===== src/rtl/rx_det_array.sv =====
// Multi-lane receiver-detect model: per-lane req/ack/vld handshake, per-lane latency skew,
// registered detected-lane count. Optional fault_mask port under `define RX_DET_FAULT_INJ_EN.
module rx_det_array #(
    parameter  int LANES        = 4,
    parameter  int DELAY_CYCLES = 500,
    parameter  int SKEW_CYCLES  = 0,
    localparam int CNT_W        = $clog2(DELAY_CYCLES + (LANES - 1) * SKEW_CYCLES + 1),
    localparam int DC_W         = $clog2(LANES + 1)
) (
    input  logic             clk,
    input  logic             rst,
`ifdef RX_DET_FAULT_INJ_EN
    input  logic [LANES-1:0] fault_mask,
`endif
    input  logic [LANES-1:0] rx_present,
    input  logic [LANES-1:0] rx_det_req,
    output logic [LANES-1:0] rx_det_ack,
    output logic [LANES-1:0] rx_det_vld,
    output logic [DC_W-1:0]  det_count
);

    typedef enum logic [1:0] {IDLE, BUSY, DONE, WAIT_LOW} state_e;

    state_e           state_q [LANES];
    state_e           state_d [LANES];
    logic [CNT_W-1:0] cnt_q   [LANES];
    logic [CNT_W-1:0] cnt_d   [LANES];
    logic [LANES-1:0] vld_q, vld_d;
    logic [DC_W-1:0]  det_count_q, det_count_d;
    logic [LANES-1:0] present_eff;

    // Counter value on the last BUSY edge of a lane: lane latency minus one.
    function automatic logic [CNT_W-1:0] last_cnt(input int lane);
        return CNT_W'(DELAY_CYCLES + lane * SKEW_CYCLES - 1);
    endfunction

`ifdef RX_DET_FAULT_INJ_EN
    assign present_eff = rx_present & ~fault_mask;
`else
    assign present_eff = rx_present;
`endif

    always_comb begin
        // NOTE: every signal gets a default before the case so no latch is inferred.
        vld_d       = vld_q;
        rx_det_ack  = '0;
        det_count_d = '0;
        for (int i = 0; i < LANES; i++) begin
            state_d[i]    = state_q[i];
            cnt_d[i]      = cnt_q[i];
            rx_det_ack[i] = (state_q[i] == DONE);
            case (state_q[i])
                IDLE: begin
                    if (rx_det_req[i]) begin
                        state_d[i] = BUSY;
                        cnt_d[i]   = '0;
                    end
                end
                BUSY: begin
                    if (!rx_det_req[i]) begin
                        state_d[i] = IDLE;
                        cnt_d[i]   = '0;
                    end else if (cnt_q[i] == last_cnt(i)) begin
                        state_d[i] = DONE;
                        cnt_d[i]   = '0;
                        vld_d[i]   = present_eff[i];
                    end else begin
                        cnt_d[i] = cnt_q[i] + CNT_W'(1);
                    end
                end
                DONE:     state_d[i] = rx_det_req[i] ? WAIT_LOW : IDLE;
                WAIT_LOW: if (!rx_det_req[i]) state_d[i] = IDLE;
                default:  state_d[i] = IDLE;
            endcase
            det_count_d = det_count_d + DC_W'(vld_q[i]);
        end
    end

    always_ff @(posedge clk) begin
        // NOTE: state registers use non-blocking assignments so all lanes update from pre-edge values.
        if (rst) begin
            for (int i = 0; i < LANES; i++) begin
                state_q[i] <= IDLE;
                cnt_q[i]   <= '0;
            end
            vld_q       <= '0;
            det_count_q <= '0;
        end else begin
            state_q     <= state_d;
            cnt_q       <= cnt_d;
            vld_q       <= vld_d;
            det_count_q <= det_count_d;
        end
    end

    assign rx_det_vld = vld_q;
    assign det_count  = det_count_q;

endmodule


===== config.mk =====
export PLATFORM = sky130hd
export DESIGN_NAME = rx_det_array
export DESIGN_NICKNAME = d
export VERILOG_FILES = /design/src/rtl/rx_det_array.sv
export SDC_FILE = /design/constraint.sdc
export NUM_CORES = 1
export LEC_CHECK = 0
export ABC_CLOCK_PERIOD_IN_PS = 2000
export CAP_MARGIN = 30
export CORE_MARGIN = 5
export CORE_UTILIZATION = 40
export DETAILED_ROUTE_END_ITERATION = 8
export SYNTH_ARGS = -nofsm -noshare
export SYNTH_HDL_FRONTEND = slang
export SYNTH_SLANG_ARGS = --single-unit

===== constraint.sdc =====
create_clock -name clk -period 2 [get_ports clk]
set_clock_uncertainty 0.05 [all_clocks]
set_input_delay 0.3 -clock clk [delete_from_list [all_inputs] [get_ports clk]]
set_output_delay 0.3 -clock clk [all_outputs]
set_load 0.005 [all_outputs]

# [After elaboration in Yosys (flattened, before gate mapping)]
# Index checks and enable logic that the tools add are counted.
[totals] reg_bits=51 input_bits=10
[classes] n_addsub=7 eq_ne=28 n_mux=40 n_reduce_logical=20
[ops] cell="9-bit 2-to-1 mux" count=12
[ops] cell="9-bit one-hot mux with 2 select lines" count=4
[ops] cell="2-bit 2-to-1 mux" count=20
[ops] cell="9-bit by 1-bit adder with 9-bit output, second input constant" count=4
[ops] cell="9-bit equality test, second input constant" count=4
[ops] cell="2-bit one-hot mux with 4 select lines" count=4
[ops] cell="3-bit AND reduction" count=8
[ops] cell="2-bit equality test, second input constant" count=8
[ops] cell="2-bit != test, second input constant" count=8
[ops] cell="3-bit != test, second input constant" count=4
[ops] cell="2-bit by 1-bit equality test with 1-bit output, second input constant" count=4
[ops] cell="2-bit zero test" count=4
[ops] cell="2-bit AND reduction" count=4
[ops] cell="2-bit nonzero test" count=4
[ops] cell="2-bit by 1-bit adder with 3-bit output" count=1
[ops] cell="3-bit by 1-bit adder with 3-bit output" count=1
[ops] cell="1-bit by 1-bit adder with 2-bit output" count=1

# [Depth between registers and ports, before layout]
# Gate-level depths: netlist (run 1).
[logic_depth] word_depth=4 ltp_mapped=6 mapped_depth_nobuf=6

# [Least setup slack after synthesis (run 1)]
# OpenSTA, ideal clock, no wires.
[synth_path] path_kind="reg-to-reg" from="register vld_q[0] (netlist: rx_det_vld[0])" to="register det_count_q[1] (netlist: det_count[1])" arrival_time_ns=1.490 required_ns=1.822 slack_ns=0.332 path_stages_with_launch=7 path_buffers=0 cell_sequence="dfxtp_1 > inv_1 > fa_1 > inv_1 > ha_1 > ha_1 > nor2b_1"
[synth_via] elab_chain_cells=3
[synth_lines] element="from (decl)" line="28" rtl="logic [LANES-1:0] vld_q, vld_d;"
[synth_lines] element="from (signal assigned)" line="91" rtl="vld_q <= vld_d;"
[synth_lines] element="1-bit by 1-bit adder with 2-bit output" line="75" rtl="det_count_d = det_count_d + DC_W'(vld_q[i]);"
[synth_lines] element="2-bit by 1-bit adder with 3-bit output" line="75"
[synth_lines] element="3-bit by 1-bit adder with 3-bit output" line="75"
[synth_lines] element="via det_count_d[1]" line="29" rtl="logic [DC_W-1:0] det_count_q, det_count_d;"
[synth_lines] element="to (signal assigned)" line="92" rtl="det_count_q <= det_count_d;"
[synth_lines] element="to (decl)" line="29"
# The timed path passes the listed nets, and every way through them passes these cells.
# A chain may end at the register's enable or synchronous reset.

# [Final worst setup path (run 1)]
[layout_path] from="register state_q[5] in the netlist's numbering" to="output rx_det_ack[1]"
[layout_via] elab_chain_cells=1
[layout_lines] element="from (decl)" line="24" rtl="state_e state_q [LANES];"
[layout_lines] element="from (signal assigned)" line="89" rtl="state_q <= state_d;"
[layout_lines] element="2-bit equality test" line="51" rtl="rx_det_ack[i] = (state_q[i] == DONE);"
[layout_lines] element="to (decl)" line="17" rtl="output logic [LANES-1:0] rx_det_ack,"
# Every way passes these cells.

==> out/metrics.cfg, run 1 <==
[outcome]
status = complete, no violations

[power_and_ir_drop]
power.switching_fraction_pct = 23.4
power_switching_mw = 0.405
worst_ir_drop_vdd_uv = 252
clkPwrFrac_pct = 33.2
combPwrFrac_pct = 6.9
internal_power_mw = 1.33
seq_power_share_pct = 59.9
cellPowerDensity_nw_per_um2 = 609
power.leakage_nw = 1.03

[timing]
slew_headroom_pct = 69.6
drv_slew = 0
fmax_mhz = 556
hold_viol = 0
setup_repair_after_global_routing_missed_its_margin = no
setup_viol_count_final = 0
tightestPinTransition_ns = 0.456
period_needed_ns = 1.80
post-route-period-util_pct = 89.9
fin_setup_tns_ns = 0

[clock_network]
cts.hold.buffers_added = 0
cts_buffers = 5
cts_tree = built
max-clock-path-buffers = 2
cts_repair_resize_count = 0
clock_tree.root_cell = sky130_fd_sc_hd__clkbuf_8
postCtsSetupRepairBufs = 0
cts.reportedPaths.clkPinSlew_ns = 0.09
htree_levels = 2
numClockSinks = 51
clk-insertion-delay-late_ns = 0.30

[synthesis]
syn_nets = 293
number_of_enable_type_register_cells_in_the_synthesized_netlist = 0
synth_cell_types = 44
synth_area_per_cell_sq_um = 8.80
area_of_the_mapped_netlist_sq_um = 2430
yosysSeqAreaShare_pct = 42.0
ffs_w_async_s_r_synth_pct = 0
syn_inst = 276
ys_warn_count = 0
register_bit_count_reported_by_yosys = 51
synthFlopType = sky130_fd_sc_hd__dfxtp_1

[layout]
mostFrequentLayoutCell = sky130_fd_sc_hd__dfxtp_1
finalNetCount = 324
finalNonFillerCells = 383
layout.cells.most_common_list = 51 x sky130_fd_sc_hd__dfxtp_1, 46 x sky130_fd_sc_hd__nor2_1, 20 x sky130_fd_sc_hd__clkdlybuf4s50_1
n_antenna_cell = 0
multiInputGateArea_sq_um = 1340
areaGrowthSynthToFinish_pct = 17.3
post_route_cells_drive_above_1_share_pct = 8.12
sequential_cell_area_sq_um = 1020
layout.filler_cells = 606

[routing]
viasPerCell = 4.97
ant_nets = 0
wl_mm = 4.43
drtIter0Drc = 79
post-route-drc-count = 0
wl_per_cell_um = 11.6
detail_route.first_pass.iterations = 6
detailroute.via_count = 1904

[setup_path]
cp-start-kind = flip-flop
cp-end-kind = primary output
critical_path_peak_fanout = 6
path_class = reg2out
slowest_stage = sky130_fd_sc_hd__clkdlybuf4s50_1
worstPathCellList = nor2b_1, clkdlybuf4s50_1
wp_data_arrival_ns = 1.45
critical_path_max_stage_delay_ns = 0.53
critPathRequiredTime_ns = 1.65

[worst_hold_path]
holdCritPathClass = reg2reg

[global_route]
vias_in_the_first_global_route = 1726
grtUsageTotal_pct = 12.5
global_route_wire_length_before_repair_mm = 7.71
grt-ovfl-total = 0
grt_max_degree = 16
antenna_violations_before_repair = 0

[die]
die_h_um = 87.9
placeable_core_region_sq_um = 5920
boundaryPins = 21
fp.dieW_um = 87.9
dieArea_sq_um = 7730
num_rows = 28
initial_utilization_pct = 41.0

[placement]
detailedPlacementHpwl_mm = 3.26
placed_cells_incl_taps = 375
gp_congestion = 0.816
io_buffers = 20

[run]
timing.max_cap.violations = 0

[area by class of cell]
cell class / instances / area share, %
Clock inverter: 2 / 0.439
Sequential cell: 51 / 35.8
Multi-Input combinational cell: 210 / 47.2
Inverter: 10 / 1.32
Clock buffer: 6 / 2.55
Timing Repair Buffer: 29 / 9.40
Tap cell: 75 / 3.29
[metal layers]
metal | routed length [um] | GRT usage, % | vias to the layer above
met1 | 2310 | 17.1 | 852
met5 | 0 | 0 | -
li1 | - | - | 1021
met2 | 1860 | 18.9 | 27
met4 | 66 | 4.60 | 0
met3 | 193 | 3.48 | 4
[power groups by stage]
stage	logic, mW	registers [mW]	clock network [mW]
5_1_grt	0.134	1.04	0.648
3_3_place_gp	0.119	1.06	0
6_report	0.119	1.04	0.576
2_1_floorplan	0.0679	1.06	0
3_5_place_dp	0.119	1.06	0
4_1_cts	0.121	1.04	0.610
[Yosys cell counts, types with 2 or more instances]
cell	n	area [sq um]
sky130_fd_sc_hd__a21o_1	2	15.0
sky130_fd_sc_hd__a21oi_1	15	75.1
sky130_fd_sc_hd__a22oi_1	2	15.0
sky130_fd_sc_hd__a31oi_1	4	25.0
sky130_fd_sc_hd__and2_1	5	31.3
sky130_fd_sc_hd__and4_1	4	35.0
sky130_fd_sc_hd__and4bb_1	2	25.0
sky130_fd_sc_hd__clkbuf_1	3	11.3
sky130_fd_sc_hd__dfxtp_1	51	1020
sky130_fd_sc_hd__ha_1	6	75.1
sky130_fd_sc_hd__inv_1	10	37.5
sky130_fd_sc_hd__mux2i_1	5	50.1
sky130_fd_sc_hd__nand2_1	18	67.6
sky130_fd_sc_hd__nand2b_1	5	31.3
sky130_fd_sc_hd__nand3_1	13	65.1
sky130_fd_sc_hd__nand4_1	10	62.6
sky130_fd_sc_hd__nor2_1	46	173
sky130_fd_sc_hd__nor2b_1	9	56.3
sky130_fd_sc_hd__nor3_1	2	10.0
sky130_fd_sc_hd__nor4_1	7	43.8
sky130_fd_sc_hd__o21ai_0	2	10.0
sky130_fd_sc_hd__o21ba_2	3	30.0
sky130_fd_sc_hd__o21bai_1	6	45.0
sky130_fd_sc_hd__or3_1	2	12.5
sky130_fd_sc_hd__xnor2_1	14	123
sky130_fd_sc_hd__xor2_1	12	105
[path summary, 6_finish.rpt]
check | startpoint | end | slack, ns | cells after the start
worst max-delay path | state_q[5] | rx_det_ack[1] | 0.20 | 2
worst min-delay path | cnt_q[25] | cnt_q[25] | 0.41 | 1
worst max register to register | cnt_q[9] | cnt_q[14] | 0.27 | 5
worst min register to register | cnt_q[25] | cnt_q[25] | 0.41 | 1
[cells by family (layout without fill, tap and decap cells)]
group / count (synthesis) / count (layout) / share of synthesized area (%)
fa+ha+maj: 7 / 7 / 3.91
flops: 51 / 51 / 42.0
compound gates: 39 / 39 / 10.9
simple gates: 133 / 133 / 29.1
xor+xnor: 26 / 26 / 9.37
buf+inv: 15 / 47 / 2.68
mux: 5 / 5 / 2.06
[registers in the layout (all words and copies together), names as in the netlist]
signal      count
cnt_q          36
state_q         8
rx_det_vld      4
det_count       3
[per-stage QoR]
step | hold slack [ns] | util (%) | total power [mW] | setup WS [ns] | instance area [sq um]
2_1_floorplan | 0.382 | - | 1.13 | 0.332 | 2430
3_3_place_gp | 0.397 | 46.7 | 1.18 | 0.113 | 2760
3_5_place_dp | 0.400 | 46.7 | 1.18 | 0.0836 | 2760
4_1_cts | 0.413 | 48.1 | 1.77 | 0.185 | 2850
5_1_grt | 0.452 | 48.1 | 1.82 | 0.0436 | 2850
6_report | 0.409 | 48.1 | 1.73 | 0.203 | 2850
[worst max-delay path, delay by kind of cell (launching register included)]
kind	cells	cell delay, ns
buffers and inverters	1	0.53
DFF	1	0.41
and+or+nand+nor	1	0.21
Power figures use the tool's default switching activity.
==> run 2: changes to the inputs <==
--- a/config.mk
+++ b/config.mk
@@ -10,6 +10,7 @@
 export CORE_MARGIN = 5
 export CORE_UTILIZATION = 40
 export DETAILED_ROUTE_END_ITERATION = 8
+export SETUP_SLACK_MARGIN = 0.5
 export SYNTH_ARGS = -nofsm -noshare
 export SYNTH_HDL_FRONTEND = slang
 export SYNTH_SLANG_ARGS = --single-unit
==> run 2 against run 1 <==
Effect of this change: worst hold slack better by 0.0014 ns; count of clock-buffer cells in the layout increased by 2; clock power rose by 12%; sequential power is essentially flat; critical path type is now reg2reg.
==> out/metrics.cfg, run 2 (synthesized netlist as in run 1, its figures left out) <==
[routing]
viasPerCell = 5.14
detailroute.via_count = 2056
ant_nets = 0
post-route-drc-count = 0
wl_per_cell_um = 13.1
wl_mm = 5.23
drtIter0Drc = 52
detail_route.first_pass.iterations = 4

[timing]
hold_viol = 0
setup_viol_count_final = 0
slew_headroom_pct = 73.0
drv_slew = 0
worst_slack_ns = 0.412
setup_repair_after_global_routing_missed_its_margin = yes
tightestPinTransition_ns = 0.404
period_needed_ns = 1.59
post-route-period-util_pct = 79.4
fmax_mhz = 630
fin_setup_tns_ns = 0

[die]
initial_utilization_pct = 41.0
fp.dieW_um = 87.9
num_rows = 28
dieArea_sq_um = 7730
boundaryPins = 21
placeable_core_region_sq_um = 5920
die_h_um = 87.9

[placement]
gp_congestion = 0.824
placedInstanceArea_sq_um = 2800
detailedPlacementHpwl_mm = 3.42
placed_cells_incl_taps = 376
pre_cts_ws_ns = 0.0891
io_buffers = 20

[setup_path]
cp-end-kind = flip-flop
critPathRequiredTime_ns = 2.19
path_class = reg2reg
wp_data_arrival_ns = 1.78
ff2ff_setup_slack_ns = 0.41
cp-start-kind = flip-flop
critical_path_peak_fanout = 2

[layout]
post_route_cells_drive_above_1_share_pct = 29.8
layout.filler_cells = 539
registers.top_by_ff_count = cnt_q
finish.instance_area_sq_um = 3280
final_core_util_pct = 55.4
layout.cells.most_common_list = 46 x sky130_fd_sc_hd__nor2_1, 32 x sky130_fd_sc_hd__dfxtp_1, 23 x sky130_fd_sc_hd__buf_4
flip_flop_count_of_the_largest_register_after_layout = 36
finalNetCount = 341
n_antenna_cell = 0
finalNonFillerCells = 400
mostFrequentLayoutCell = sky130_fd_sc_hd__nor2_1
areaGrowthSynthToFinish_pct = 35.1

[clock_network]
max-clock-path-buffers = 2
cts.hold.buffers_added = 0
clock_tree.root_cell = sky130_fd_sc_hd__clkbuf_8
cts.reportedPaths.clkPinSlew_ns = 0.09
htree_levels = 2
numClockSinks = 51
clk-insertion-delay-late_ns = 0.30
cts_buffers = 5
cts_tree = built

[global_route]
antenna_violations_before_repair = 0
grtUsageTotal_pct = 14.4
grt_max_degree = 15
vias_in_the_first_global_route = 1999
global_route_wire_length_before_repair_mm = 8.98
grt-ovfl-total = 0

[worst_hold_path]
holdCritPathClass = reg2reg

[power_and_ir_drop]
worst_ir_drop_vdd_uv = 457
power.leakage_nw = 1.27
cellPowerDensity_nw_per_um2 = 559

[run]
timing.max_cap.violations = 0

[outcome]
status = complete, no violations

run 2: where the power goes:
part	internal, mW	switching, mW	total, mW
clock	0.316	0.329	0.645
sequential	1.02	0.0165	1.04
combinational	0.0747	0.0751	0.150
total	1.42	0.420	1.84
run 2: layout make-up:
cell class	count	area [sq um]	share of cell area (%)
Clock buffer	8	100	3.05
Inverter	10	37.5	1.14
Multi-Input combinational cell	210	1590	48.5
Sequential cell	51	1050	32.1
Tap cell	75	93.8	2.86
Timing Repair Buffer	46	405	12.4
run 2: metal layers:
layer  up-vias  share of wire [%]  track usage (%)
met1       970                 49             19.1
met3         5                3.3             3.39
li1       1057                  -                -
met5         -                  0                0
met4         0                1.0             4.60
met2        24                 47             23.2
run 2: critical path, stage by stage (launching register included):
cell and delay (ns):
sky130_fd_sc_hd__dfxtp_2 0.34, sky130_fd_sc_hd__inv_2 0.04, sky130_fd_sc_hd__fa_1 0.54, sky130_fd_sc_hd__inv_2 0.05
sky130_fd_sc_hd__ha_4 0.15, sky130_fd_sc_hd__ha_4 0.25, sky130_fd_sc_hd__nor2b_4 0.11
run 2: repair_timing:
action | CTS | global route
pin swaps | 9 | 12
setup endpoints to repair | 40 | 36
gates cloned | 0 | 0
gates resized for setup | 48 | 33
buffers inserted | 10 | 6
run 2: final timing paths:
check                 from           end  depth (start not counted)
max          rx_det_vld[3]  det_count[1]                          6
min              cnt_q[25]     cnt_q[25]                          1
max reg2reg  rx_det_vld[3]  det_count[1]                          6
min reg2reg      cnt_q[25]     cnt_q[25]                          1
run 2: through the flow:
stage | hold WS, ns | power [mW]
floorplan | 0.382 | 1.13
global placement | 0.400 | 1.18
detailed placement | 0.402 | 1.18
CTS | 0.415 | 1.84
global route | 0.427 | 1.92
finish | 0.410 | 1.84
==> run 3: changes to the inputs <==
--- a/config.mk
+++ b/config.mk
@@ -5,7 +5,7 @@
 export SDC_FILE = /design/constraint.sdc
 export NUM_CORES = 1
 export LEC_CHECK = 0
-export ABC_CLOCK_PERIOD_IN_PS = 2000
+export ABC_CLOCK_PERIOD_IN_PS = 1590
 export CAP_MARGIN = 30
 export CORE_MARGIN = 5
 export CORE_UTILIZATION = 40
==> constraint.sdc (replaced) <==
create_clock -name clk -period 1.59 [get_ports clk]
set_clock_uncertainty 0.05 [all_clocks]
set_input_delay 0.2385 -clock clk [delete_from_list [all_inputs] [get_ports clk]]
set_output_delay 0.2385 -clock clk [all_outputs]
set_load 0.005 [all_outputs]
==> run 3 against run 2 <==
Effect of this change: the run now ends with negative setup slack left; maximum frequency shrank 0.84%; via count grew 8.8%; worst setup slack lost 0.42 ns; power grew 26%; routed wire length grew 9.9%; register-to-register slack lost 0.42 ns; flip-flop and latch count is the same; core utilization grew 9.9 points.
==> out/metrics.cfg, run 3 (synthesized netlist as in run 1, its figures left out) <==
[layout]
finalNetCount = 380
flip_flop_count_of_the_largest_register_after_layout = 36
areaGrowthSynthToFinish_pct = 59.2
finalNonFillerCells = 439
multiInputGateArea_sq_um = 1810
registers.top_by_ff_count = cnt_q
layout.filler_cells = 498
sequential_cell_area_sq_um = 1090
post_route_cells_drive_above_1_share_pct = 52.2
n_antenna_cell = 0
mostFrequentLayoutCell = sky130_fd_sc_hd__buf_4
final_core_util_pct = 65.3
layout.cells.most_common_list = 41 x sky130_fd_sc_hd__buf_4, 30 x sky130_fd_sc_hd__nor2_1, 25 x sky130_fd_sc_hd__dfxtp_1, 25 x sky130_fd_sc_hd__buf_6, 18 x sky130_fd_sc_hd__nand2_1

[clock_network]
cts_tree = built
cts_buffers = 5
numClockSinks = 51
clock_tree.root_cell = sky130_fd_sc_hd__clkbuf_8
cts.reportedPaths.clkPinSlew_ns = 0.09
max-clock-path-buffers = 2
htree_levels = 2
clk-insertion-delay-late_ns = 0.30

[die]
boundaryPins = 21
dieArea_sq_um = 7730
initial_utilization_pct = 41.0
fp.dieW_um = 87.9
placeable_core_region_sq_um = 5920
die_h_um = 87.9
num_rows = 28

[placement]
io_buffers = 20
gp_congestion = 0.806
placed_cells_incl_taps = 394
detailedPlacementHpwl_mm = 3.63

[routing]
wl_per_cell_um = 13.1
viasPerCell = 5.10
detailroute.via_count = 2237
detail_route.first_pass.iterations = 4
drtIter0Drc = 50
post-route-drc-count = 0
ant_nets = 0
wl_mm = 5.74

[setup_path]
critical_path_peak_fanout = 2
path_class = reg2reg
cp-end-kind = flip-flop
timing.reg2reg.worst_path_depth = 6
cp-start-kind = flip-flop
critPathRequiredTime_ns = 1.79
wp_data_arrival_ns = 1.80

[timing]
worst_slack_ns = -0.0111
hold-worst-slack_ns = 0.243
setup_repair_after_global_routing_missed_its_margin = yes
period_needed_ns = 1.60
hold_viol = 0
setup_viol_count_final = 1
slew_headroom_pct = 80.2
drv_slew = 0
tightestPinTransition_ns = 0.296
fin_setup_tns_ns = -0.0111
fmax_mhz = 625
post-route-period-util_pct = 101

[global_route]
global_route_wire_length_before_repair_mm = 9.52
grt_max_degree = 17
grt-ovfl-total = 0
grtUsageTotal_pct = 15.1
antenna_violations_before_repair = 0
vias_in_the_first_global_route = 2147

[worst_hold_path]
hold_path_depth = 3
holdCritPathClass = in2reg

[power_and_ir_drop]
power.leakage_nw = 1.43
worst_ir_drop_vdd_uv = 653
totalPowerFinal_mw = 2.31
cellPowerDensity_nw_per_um2 = 596

[outcome]
status = finished, violations left
failed_checks = negative setup slack

[run]
timing.max_cap.violations = 0

[run 3: cell types whose count changed in the layout (fill, tap and decap cells not counted), moves of 7 or more]
cell | previous run | this run
sky130_fd_sc_hd__buf_6 | 3 | 25
sky130_fd_sc_hd__nor2_1 | 46 | 30
sky130_fd_sc_hd__buf_4 | 23 | 41
sky130_fd_sc_hd__a21oi_2 | 4 | 11
sky130_fd_sc_hd__buf_2 | 0 | 8
sky130_fd_sc_hd__nor2_2 | 0 | 11
sky130_fd_sc_hd__dfxtp_1 | 32 | 25
sky130_fd_sc_hd__a21oi_1 | 11 | 2
sky130_fd_sc_hd__dfxtp_4 | 4 | 13
[run 3: path summary, 6_finish.rpt]
kind                                      to  slack, ns           from
worst min register to register     cnt_q[25]       0.42      cnt_q[25]
worst max register to register  det_count[1]      -0.01  rx_det_vld[0]
worst min-delay path              state_q[7]       0.24  rx_det_req[0]
worst max-delay path            det_count[1]      -0.01  rx_det_vld[0]
[run 3: timing repair]
action	4_1_cts	5_1_grt
pin swaps	29	31
endpoints found under the setup margin	62	58
buffers inserted	28	9
hold buffers	0	0
resized for setup	120	51
[run 3: final cells by class]
type | instances | share of cell area, %
well taps | 75 | 2.43
multi-input cells | 210 | 46.7
flip-flops and latches | 51 | 28.1
clock buffers | 5 | 1.78
clock inverters | 3 | 0.485
inverters | 10 | 0.971
repair buffers | 85 | 19.5
[run 3: per-stage QoR]
stage	worst slack [ns]	instance area (sq um)
floorplan	-0.0111	2640
global placement	-0.258	3110
detailed placement	-0.276	3110
CTS	-0.00155	3620
global route	-0.0492	3870
finish	-0.0111	3870
[run 3: critical path, stage by stage (launching register included)]
cell and delay, ns:
sky130_fd_sc_hd__dfxtp_2 0.35, sky130_fd_sc_hd__inv_2 0.04, sky130_fd_sc_hd__fa_1 0.54, sky130_fd_sc_hd__inv_2 0.05, sky130_fd_sc_hd__ha_4 0.15, sky130_fd_sc_hd__ha_4 0.25
sky130_fd_sc_hd__nor2b_4 0.12
[run 3: layer usage]
metal	track usage [%]	share of wire (%)	up-vias
met5	0	0	-
met4	3.49	1.1	0
met3	3.29	2.7	8
met2	25.5	49	29
met1	19.7	47	1063
li1	-	-	1137
[run 3: report_power, final]
group | switching, mW | leakage [nW] | internal (mW)
logic | 0.124 | 0.949 | 0.137
clock network | 0.438 | 0.0483 | 0.311
registers | 0.0185 | 0.428 | 1.28
